===== src/rtl/alu_pkg.sv =====
// Shared ALU control-code constants and the result-buffer entry layout.
// Used by alu_result_stage (optional overflow trap: ALU_OVF_TRAP_EN).
package alu_pkg;

    localparam logic [3:0] OP_ADD = 4'b1111;
    localparam logic [3:0] OP_SUB = 4'b1110;
    localparam logic [3:0] OP_AND = 4'b1101;
    // OR has no slot of its own; it shares 1100 and, like every non add/sub code, never flags overflow.
    localparam logic [3:0] OP_OR  = 4'b1100;
    localparam logic [3:0] OP_MUL = 4'b0001;
    localparam logic [3:0] OP_DIV = 4'b0010;
    localparam logic [3:0] OP_SLL = 4'b1010;
    localparam logic [3:0] OP_SRL = 4'b1011;
    localparam logic [3:0] OP_ROL = 4'b1000;
    localparam logic [3:0] OP_ROR = 4'b1001;

    localparam int unsigned OVF_CNT_W = 8;

    // Status bits carried with each buffered result; the full entry is {r, dest, res_flags_t}.
    typedef struct packed {
        logic o_eff;
        logic n;
        logic z;
    } res_flags_t;

    function automatic logic ovf_applies(input logic [3:0] crtl);
        return (crtl == OP_ADD) || (crtl == OP_SUB);
    endfunction

endpackage


===== src/rtl/alu_result_stage_if.sv =====
// Bus between the ALU, the result stage and writeback, plus status outputs.
// trap/ovf_cnt are live only when ALU_OVF_TRAP_EN is defined.
interface alu_result_stage_if #(
    parameter int WIDTH  = 16,
    parameter int DEST_W = 4
);
    // Handshakes: a transfer happens on a rising clk where valid && ready; valid never
    // depends combinationally on ready, and ready/valid from the stage come from registers.
    logic              in_valid;
    logic              in_ready;
    logic [WIDTH-1:0]  in_r;
    logic              in_o;
    logic [3:0]        in_crtl;
    logic [DEST_W-1:0] in_dest;
    logic              out_valid;
    logic              out_ready;
    logic [WIDTH-1:0]  out_r;
    logic [DEST_W-1:0] out_dest;
    logic              flag_o;
    logic              flag_n;
    logic              flag_z;
    logic              trap;
    logic [7:0]        ovf_cnt;
    logic [1:0]        dbg_occ;

    modport master (
        output in_valid, in_r, in_o, in_crtl, in_dest, out_ready,
        input  in_ready, out_valid, out_r, out_dest,
        input  flag_o, flag_n, flag_z, trap, ovf_cnt, dbg_occ
    );

    modport slave (
        input  in_valid, in_r, in_o, in_crtl, in_dest, out_ready,
        output in_ready, out_valid, out_r, out_dest,
        output flag_o, flag_n, flag_z, trap, ovf_cnt, dbg_occ
    );

endinterface


===== src/rtl/res_fifo2.sv =====
// Two-entry in-order valid/ready buffer; head is a register so outputs never see inputs combinationally.
// The head keeps its last contents when the buffer drains.
module res_fifo2 #(
    parameter int DW = 8
) (
    input  logic          clk,
    input  logic          rst,
    input  logic          in_valid,
    output logic          in_ready,
    input  logic [DW-1:0] in_data,
    output logic          out_valid,
    input  logic          out_ready,
    output logic [DW-1:0] out_data,
    output logic [1:0]    occ
);

    logic [1:0]    cnt;
    logic [DW-1:0] head;
    logic [DW-1:0] tail;
    logic          push;
    logic          pop;

    assign in_ready  = (cnt != 2'd2);
    assign out_valid = (cnt != 2'd0);
    assign out_data  = head;
    assign occ       = cnt;
    assign push      = in_valid && in_ready;
    assign pop       = out_valid && out_ready;

    always_ff @(posedge clk or posedge rst) begin
        if (rst) begin
            cnt  <= 2'd0;
            head <= '0;
            tail <= '0;
        end else begin
            case ({push, pop})
                2'b10: begin
                    if (cnt == 2'd0) head <= in_data;
                    else             tail <= in_data;
                    cnt <= cnt + 2'd1;
                end
                2'b01: begin
                    if (cnt == 2'd2) head <= tail;
                    cnt <= cnt - 2'd1;
                end
                2'b11: begin
                    // Only reachable at occupancy 1: the new entry replaces the retiring head.
                    if (cnt == 2'd1) begin
                        head <= in_data;
                    end else begin
                        head <= tail;
                        tail <= in_data;
                    end
                end
                default: ;
            endcase
        end
    end

endmodule


===== src/rtl/alu_result_stage.sv =====
// ALU result stage: buffers results with precomputed flags, loads status flags on retire.
// Define ALU_OVF_TRAP_EN to enable the overflow trap pulse and saturating ovf_cnt.
module alu_result_stage
    import alu_pkg::*;
#(
    parameter int WIDTH  = 16,
    parameter int DEST_W = 4
) (
    input logic               clk,
    input logic               rst,
    alu_result_stage_if.slave bus
);

    localparam int EW = WIDTH + DEST_W + $bits(res_flags_t);

    res_flags_t    in_flags;
    res_flags_t    head_flags;
    logic [EW-1:0] in_entry;
    logic [EW-1:0] head_entry;
    logic          retire;

    // Flags are derived at accept time so retire only has to copy them.
    assign in_flags.o_eff = bus.in_o & ovf_applies(bus.in_crtl);
    assign in_flags.n     = bus.in_r[WIDTH-1];
    assign in_flags.z     = (bus.in_r == '0);
    assign in_entry       = {bus.in_r, bus.in_dest, in_flags};

    res_fifo2 #(.DW(EW)) u_fifo (
        .clk       (clk),
        .rst       (rst),
        .in_valid  (bus.in_valid),
        .in_ready  (bus.in_ready),
        .in_data   (in_entry),
        .out_valid (bus.out_valid),
        .out_ready (bus.out_ready),
        .out_data  (head_entry),
        .occ       (bus.dbg_occ)
    );

    assign {bus.out_r, bus.out_dest, head_flags} = head_entry;
    assign retire = bus.out_valid && bus.out_ready;

    always_ff @(posedge clk or posedge rst) begin
        if (rst) begin
            bus.flag_o <= 1'b0;
            bus.flag_n <= 1'b0;
            bus.flag_z <= 1'b0;
        end else if (retire) begin
            bus.flag_o <= head_flags.o_eff;
            bus.flag_n <= head_flags.n;
            bus.flag_z <= head_flags.z;
        end
    end

`ifdef ALU_OVF_TRAP_EN
    logic [OVF_CNT_W-1:0] cnt_q;

    always_ff @(posedge clk or posedge rst) begin
        if (rst) begin
            bus.trap <= 1'b0;
            cnt_q    <= '0;
        end else begin
            bus.trap <= retire && head_flags.o_eff;
            if (retire && head_flags.o_eff && (cnt_q != '1)) cnt_q <= cnt_q + 1'b1;
        end
    end

    assign bus.ovf_cnt = cnt_q;
`else
    assign bus.trap    = 1'b0;
    assign bus.ovf_cnt = '0;
`endif

endmodule


===== src/flat_wrapper.sv =====
// flat-port wrapper written by rule: the top's interface ports become plain ports
module alu_result_stage_flat import alu_pkg::*;
#(
    parameter int WIDTH  = 16,
    parameter int DEST_W = 4
)
  (clk, rst, bus_in_valid, bus_in_r, bus_in_o, bus_in_crtl, bus_in_dest, bus_out_ready, bus_in_ready, bus_out_valid, bus_out_r, bus_out_dest, bus_flag_o, bus_flag_n, bus_flag_z, bus_trap, bus_ovf_cnt, bus_dbg_occ);
  alu_result_stage_if #(.WIDTH(WIDTH), .DEST_W(DEST_W)) bus_i ();
  input logic clk;
  input logic rst;
  input wire logic [$bits(bus_i.in_valid)-1:0] bus_in_valid;
  input wire logic [$bits(bus_i.in_r)-1:0] bus_in_r;
  input wire logic [$bits(bus_i.in_o)-1:0] bus_in_o;
  input wire logic [$bits(bus_i.in_crtl)-1:0] bus_in_crtl;
  input wire logic [$bits(bus_i.in_dest)-1:0] bus_in_dest;
  input wire logic [$bits(bus_i.out_ready)-1:0] bus_out_ready;
  output wire logic [$bits(bus_i.in_ready)-1:0] bus_in_ready;
  output wire logic [$bits(bus_i.out_valid)-1:0] bus_out_valid;
  output wire logic [$bits(bus_i.out_r)-1:0] bus_out_r;
  output wire logic [$bits(bus_i.out_dest)-1:0] bus_out_dest;
  output wire logic [$bits(bus_i.flag_o)-1:0] bus_flag_o;
  output wire logic [$bits(bus_i.flag_n)-1:0] bus_flag_n;
  output wire logic [$bits(bus_i.flag_z)-1:0] bus_flag_z;
  output wire logic [$bits(bus_i.trap)-1:0] bus_trap;
  output wire logic [$bits(bus_i.ovf_cnt)-1:0] bus_ovf_cnt;
  output wire logic [$bits(bus_i.dbg_occ)-1:0] bus_dbg_occ;
  assign bus_i.in_valid = bus_in_valid;
  assign bus_i.in_r = bus_in_r;
  assign bus_i.in_o = bus_in_o;
  assign bus_i.in_crtl = bus_in_crtl;
  assign bus_i.in_dest = bus_in_dest;
  assign bus_i.out_ready = bus_out_ready;
  assign bus_in_ready = bus_i.in_ready;
  assign bus_out_valid = bus_i.out_valid;
  assign bus_out_r = bus_i.out_r;
  assign bus_out_dest = bus_i.out_dest;
  assign bus_flag_o = bus_i.flag_o;
  assign bus_flag_n = bus_i.flag_n;
  assign bus_flag_z = bus_i.flag_z;
  assign bus_trap = bus_i.trap;
  assign bus_ovf_cnt = bus_i.ovf_cnt;
  assign bus_dbg_occ = bus_i.dbg_occ;
  alu_result_stage #(.WIDTH(WIDTH), .DEST_W(DEST_W)) u_core (.clk(clk), .rst(rst), .bus(bus_i));
endmodule

===== config.mk =====
export PLATFORM = sky130hd
export DESIGN_NAME = alu_result_stage_flat
export DESIGN_NICKNAME = d
export VERILOG_FILES = /design/src/rtl/alu_pkg.sv /design/src/rtl/alu_result_stage_if.sv /design/src/rtl/res_fifo2.sv /design/src/rtl/alu_result_stage.sv /design/src/flat_wrapper.sv
export SDC_FILE = /design/constraint.sdc
export NUM_CORES = 1
export LEC_CHECK = 0
export ABC_CLOCK_PERIOD_IN_PS = 3700
export CORE_MARGIN = 2
export CORE_UTILIZATION = 50
export DETAILED_ROUTE_END_ITERATION = 6
export PLACE_DENSITY = 0.82
export SLEW_MARGIN = 10
export SYNTH_ARGS = -nofsm -noshare
export SYNTH_HDL_FRONTEND = slang
export SYNTH_SLANG_ARGS = --single-unit

===== constraint.sdc =====
create_clock -name clk -period 3.7 [get_ports clk]
set_clock_uncertainty 0.15 [all_clocks]
set_input_delay 0.37 -clock clk [delete_from_list [all_inputs] [get_ports clk]]
set_output_delay 0.37 -clock clk [all_outputs]
set_load 0.05 [all_outputs]

Yosys cells after proc, flatten, opt, wreduce, memory -nomap -nowiden
Index checks and enable logic that the tools add are counted. Widths: inputs -> output; s select.

Word-level logic and storage cells: 40. Output and inout port bits: 36. Register bits: 51. Input port bits: 29.

Equality and inequality tests: 12. $add $sub $neg: 2. Reduce and logical (&&, ||, !) cells: 11. Multiplexer cells: 8. Bitwise operators: 1.

Operator list (number): $mux 23 (5); $pmux 23 s3 (1); $pmux 23 s2 (1); $logic_not 16->1 (1); $ne 2x2->1 const B (5); $eq 4x4->1 const B (2); $eq 2x2->1 const B (3); $reduce_and 3->1 (2); $reduce_bool 2->1 (3); $eq 2x1->1 const B (2); $pmux 2 s2 (1); $reduce_bool 3->1 (1); $add 2x1->2 const B (1); $logic_and 1x1->1 (2); $logic_not 2->1 (1); $sub 2x1->2 const B (1); $and 1x1->1 (1); $logic_or 1x1->1 (1).

Depth between registers and ports, before layout
Depth in word-level cells: 5. Depth in mapped cells: 11. Depth with buffers taken out: 10.

By module
Synthesis repeated with hierarchy kept, for this count alone.

Cells, all modules: 240. Area total of the unflattened synthesis: 2698.8 um^2.

By module, submodules not included: res_fifo2 (seq. area each 1201.2 um^2, cells each 216, area an instance 2468.6 um^2, times used 1); alu_result_stage (seq. area each 75.1 um^2, cells each 24, area an instance 230.2 um^2, times used 1).

Worst setup path before layout
No wires, ideal clock.

Kind: register to register. Start point: register u_core.u_fifo.cnt[0] (netlist: u_core.u_fifo.occ[0]). End point: register u_core.u_fifo.tail[10]. Setup slack: 0.838 ns. Library setup time: 0.125 ns. Cell stages (with the launch flop): 11. Data arrival time: 2.587 ns. Data required time: 3.425 ns. Period minus slack after synthesis: 2.862 ns. Buffers on the path: 1. Cell sequence: dfrtp_1 > inv_1 > ha_1 > inv_1 > nand2_1 > inv_1 > ha_1 > a22oi_1 > o21ai_2 > buf_6 > mux2_4.

Cells in the longest elaborated chain, start to end: 5. Elaborated cells between the ends (all ways): 13. Classes of those cells: 6 x eq/ne; 1 x mux; 6 x reduce/logical.

Ends and longest elaborated chain: start: declaration (line res_fifo2.sv:17) `logic [1:0] cnt;`; start signal: assignment (line res_fifo2.sv:40) `cnt <= cnt + 2'd1;`; start signal: assignment (line res_fifo2.sv:44) `cnt <= cnt - 2'd1;`; $ne 2x2->1 * (line res_fifo2.sv:23) `assign in_ready = (cnt != 2'd2);`; via bus_in_ready (line flat_wrapper.sv:17) `output wire logic [$bits(bus_i.in_ready)-1:0] bus_in_ready;`; $logic_and 1x1->1 * (line res_fifo2.sv:27) `assign push = in_valid && in_ready;`; $eq 2x2->1 (line res_fifo2.sv:36) `case ({push, pop})`; $ne 2x2->1 (no line) / $reduce_bool 2->1 (equally long branches); $reduce_and 3->1 (no line); end signal: assignment (line res_fifo2.sv:39) `else tail <= in_data;`; end signal: assignment (line res_fifo2.sv:52) `tail <= in_data;`; end: declaration (line res_fifo2.sv:19) `logic [DW-1:0] tail;`.

Mark *: on every way through the listed nets, which the timed path passes. The rest lies on a longest branch. A chain may end at the register's enable or synchronous reset.

Worst setup path in the final report
Start point: register u_core.u_fifo.cnt[0] (netlist: u_core.u_fifo.occ[0]). End point: register u_core.u_fifo.tail[12].

Cells in the longest elaborated chain, start to end: 5. Elaborated cells between the ends (all ways): 13. Classes of those cells: 6 x eq/ne; 1 x mux; 6 x reduce/logical.

Ends and longest elaborated chain: $reduce_bool 2->1 * (line res_fifo2.sv:24) `assign out_valid = (cnt != 2'd0);`; $logic_and 1x1->1 *; via u_core.retire (line alu_result_stage.sv:20) `logic retire;`; $eq 2x2->1 (line res_fifo2.sv:36); $ne 2x2->1 (no line) / $reduce_bool 2->1 (equally long branches); $reduce_and 3->1 (no line).

Marks and branches as above.

==> flow_summary_export.csv <==
group,metric,value,unit
power,leakage,1.288,nW
sta,setup_viol,0,
global_routing,use_met2,27.24,%
cells_and_area,layout-drive-gt1-share,12.45,%
synthesis,ys_warn_count,0,
worst_setup_path,worstPathArrival,3140,ps
placement,io_buffers,54,
route,route.detailed.drc,0,
die,rows,25,
synthesis,synth_seq_cells,49,
worst_setup_path,slowest_delay,710,ps
power,power_density,1000,mW/mm^2
worst_setup_path,crit_fanout,16,
clock_network,clock-sinks,49,
job,maxCapViolCount,0,
cells_and_area,insertedDiodeCount,0,
placement,gp_congestion,0.7503,
min_path,hp-class,"reg2reg",
worst_setup_path,start_kind,"flip-flop",
sta,period_share,83.59,%
clock_network,cts_root_buffer,"clkbuf_8",
clock_network,tritoncts,"done",
clock_network,htreeDepth,2,
cells_and_area,final.fill_count,398,
route,wl,4.357,mm
route,via_per_inst,5.044,
min_path,hold_start,"u_core.u_fifo.tail[3]",
worst_setup_path,r2r-start,"u_core.u_fifo.occ[0]",
sta,setup_tns,0,ps
worst_setup_path,critPathBufInv,3,
cells_and_area,final_core_util,61.79,%
clock_network,cts_resized,0,
clock_network,clockBufferDepth,2,
route,via_count,1594,
run_status,status,"complete, no violations",
global_routing,use_met3,4.878,%
clock_network,worstSkewPairLatency,300,ps
worst_setup_path,cp_data_required_time,3740,ps
global_routing,busiest_layer,"met2",
global_routing,grt_antenna_before_repair,0,
synthesis,netlist_instances,216,
route,drt-initial-drc-count,122,
synthesis,synth_cell_types,26,
die,fp.dieW,74.46,um
power,max-vdd-ir-drop,0.4806,mV
sta,hold_viol,0,
global_routing,grt_pass1_vias,1501,
die,dieHeight,74.46,um
die,die_area,0.005544,sq mm
sta,worst_pin_slew,989.6,ps
clock_network,cts_setup_buffers,0,
sta,rsz0062_at_grt,"false",
worst_setup_path,path_delay_family,"compound AO/OA/AOI/OAI gates",
sta,layout_min_cycle_time,3093,ps
die,io_pins,65,
global_routing,grt_usage,16.91,%
cells_and_area,layout.nets,284,
clock_network,cts_made_buffers,5,
synthesis,syn_area,0.002482,sq mm
cells_and_area,area_growth,18.35,%
worst_setup_path,cp-end-kind,"flip-flop",
die,initial_core_util,52.21,%
placement,dp_hpwl,3.062,mm
synthesis,syn_avg_cell_area,11.49,sq um
die,coreArea,0.004755,sq mm
sta,max_freq,323.3,MHz
worst_setup_path,path_cells,"inv_1 > ha_1 > nand2b_1 > inv_1 > ha_1 > o21ai_2 > buf_4 > mux2_4",
route,post_drt_wl_per_cell,13.79,um
global_routing,grt_use_met1,22.43,%
worst_setup_path,slowest_stage,"o21ai_2",
sta,maxSlewHeadroom,33.93,%
synthesis,ys_seq_area_share,49.40,%
global_routing,overflow,0,
route,ant_nets,0,
global_routing,grt_pass1_wl,7.120,mm
worst_setup_path,path_class,"reg2reg",
worst_setup_path,critPathLaunch,"u_core.u_fifo.occ[0]",
sta,finalMaxSlewViolations,0,
clock_network,cts_hold_buffers,0,
clock_network,clkTransAtPathRegs,90,ps
route,drtPass1Iterations,5,
global_routing,grt_max_degree,50,
-- flip-flops by register name (all words and copies together), names as in the netlist --
signal and cells:
u_core.u_fifo.out_data 22, u_core.bus.flag_z 1, u_core.bus.flag_o 1, u_core.u_fifo.occ 2
u_core.bus.flag_n 1, u_core.u_fifo.tail 22
-- path summary, 6_finish.rpt --
| kind | endpoint | slack, ps | cells past startpoint |
|---|---|---|---|
| max | u_core.u_fifo.tail[12] | 610 | 8 |
| min | u_core.u_fifo.tail[3] | 350 | 1 |
| max reg2reg | u_core.u_fifo.tail[12] | 610 | 8 |
| min reg2reg | u_core.u_fifo.tail[3] | 350 | 1 |
| max in group asynchronous | u_core.bus.flag_n | 2320 | 2 |
| min in group asynchronous | u_core.u_fifo.out_data[7] | 460 | 2 |
-- layer usage --
layer / share of wire (%) / vias up / routed length [um]
li1: - / 773 / -
met1: 45 / 758 / 1948
met2: 48 / 58 / 2109
met3: 6.1 / 5 / 265
met4: 0.80 / 0 / 35
met5: 0 / - / 0
-- logic make-up (layout without fill, tap and decap cells) --
group                    Yosys count  count (layout)  synth area share (%)
flip-flops                        49              49                 49.40
buffers and inverters             48              73                 13.61
XOR/XNOR                           2               2                0.7058
multiplexers                      24              24                 12.40
AND/OR/NAND/NOR                   35              35                 6.300
AO/OA/AOI/OAI                     50              50                 13.91
other                              1               9                0.1511
adder cells (fa/ha/maj)            7               7                 3.528
-- where the power goes --
| part | switching [mW] | leakage [nW] | internal, mW | total (mW) |
|---|---|---|---|---|
| clock | 0.175 | 0.0439 | 0.131 | 0.306 |
| combinational | 1.03 | 0.668 | 0.648 | 1.68 |
| sequential | 0.144 | 0.577 | 0.809 | 0.954 |
-- cells in the final DEF (no fill, tap or decap), drive strengths merged --
master	instances
a21oi	23
a22oi	22
clkinv	2
nand4	1
inv	8
xor2	1
nand2	3
o21ai	2
xnor2	1
a21o	1
a221oi	1
clkinvlp	1
nor2	23
a31oi	1
nor4	4
conb	9
nand2b	3
mux2	24
clkbuf	5
clkdlybuf4s50	54
buf	3
dfrtp	49
and4	1
ha	7
-- synth_stat cells --
library cell  instances  area share (%)
xnor2_1               1            0.35
buf_4                33              10
a31oi_1               1            0.25
buf_2                 3            0.60
mux2_1                8             3.6
nand4_1               1            0.25
a221oi_4              1             1.1
a21oi_1              22             4.4
xor2_1                1            0.35
a21oi_4               1            0.66
and4_1                1            0.35
a22oi_1              22             6.7
o21ai_2               1            0.35
ha_1                  7             3.5
a21o_1                1            0.30
nor4_1                4             1.0
nand2b_1              3            0.76
mux2_4               10             6.0
nand2_1               3            0.45
inv_1                 8             1.2
mux2_2                6             2.7
dfrtp_1              49              49
nor2_1               23             3.5
conb_1                1            0.15
o21ai_0               1            0.20
buf_6                 4             1.8
-- final cells by class --
class                      count  area (sq um)  share of cell area, %
inverter                       8         30.03                  1.022
timing repair buffer          57         563.0                  19.17
tap                           67         83.83                  2.853
clock inverter                 3         17.52                 0.5963
clock buffer                   5         68.82                  2.342
multi-input combinational    127         948.4                  32.28
sequential                    49          1226                  41.74
-- metrics by stage --
| step | cell area [sq um] | hold slack (ps) | worst slack [ps] | power, mW | instances |
|---|---|---|---|---|---|
| global route | 2938 | 364.9 | 384.6 | 3.127 | 316 |
| global placement | 2851 | 315.1 | 633.3 | 2.616 | 308 |
| finish | 2938 | 348.6 | 607.0 | 2.938 | 316 |
| detailed placement | 2851 | 331.3 | 584.6 | 2.656 | 308 |
| floorplan | 2512 | 299.4 | 837.6 | 2.396 | 224 |
| CTS | 2938 | 351.6 | 591.7 | 2.967 | 316 |
Note: power is estimated with default switching activity, not from simulation.
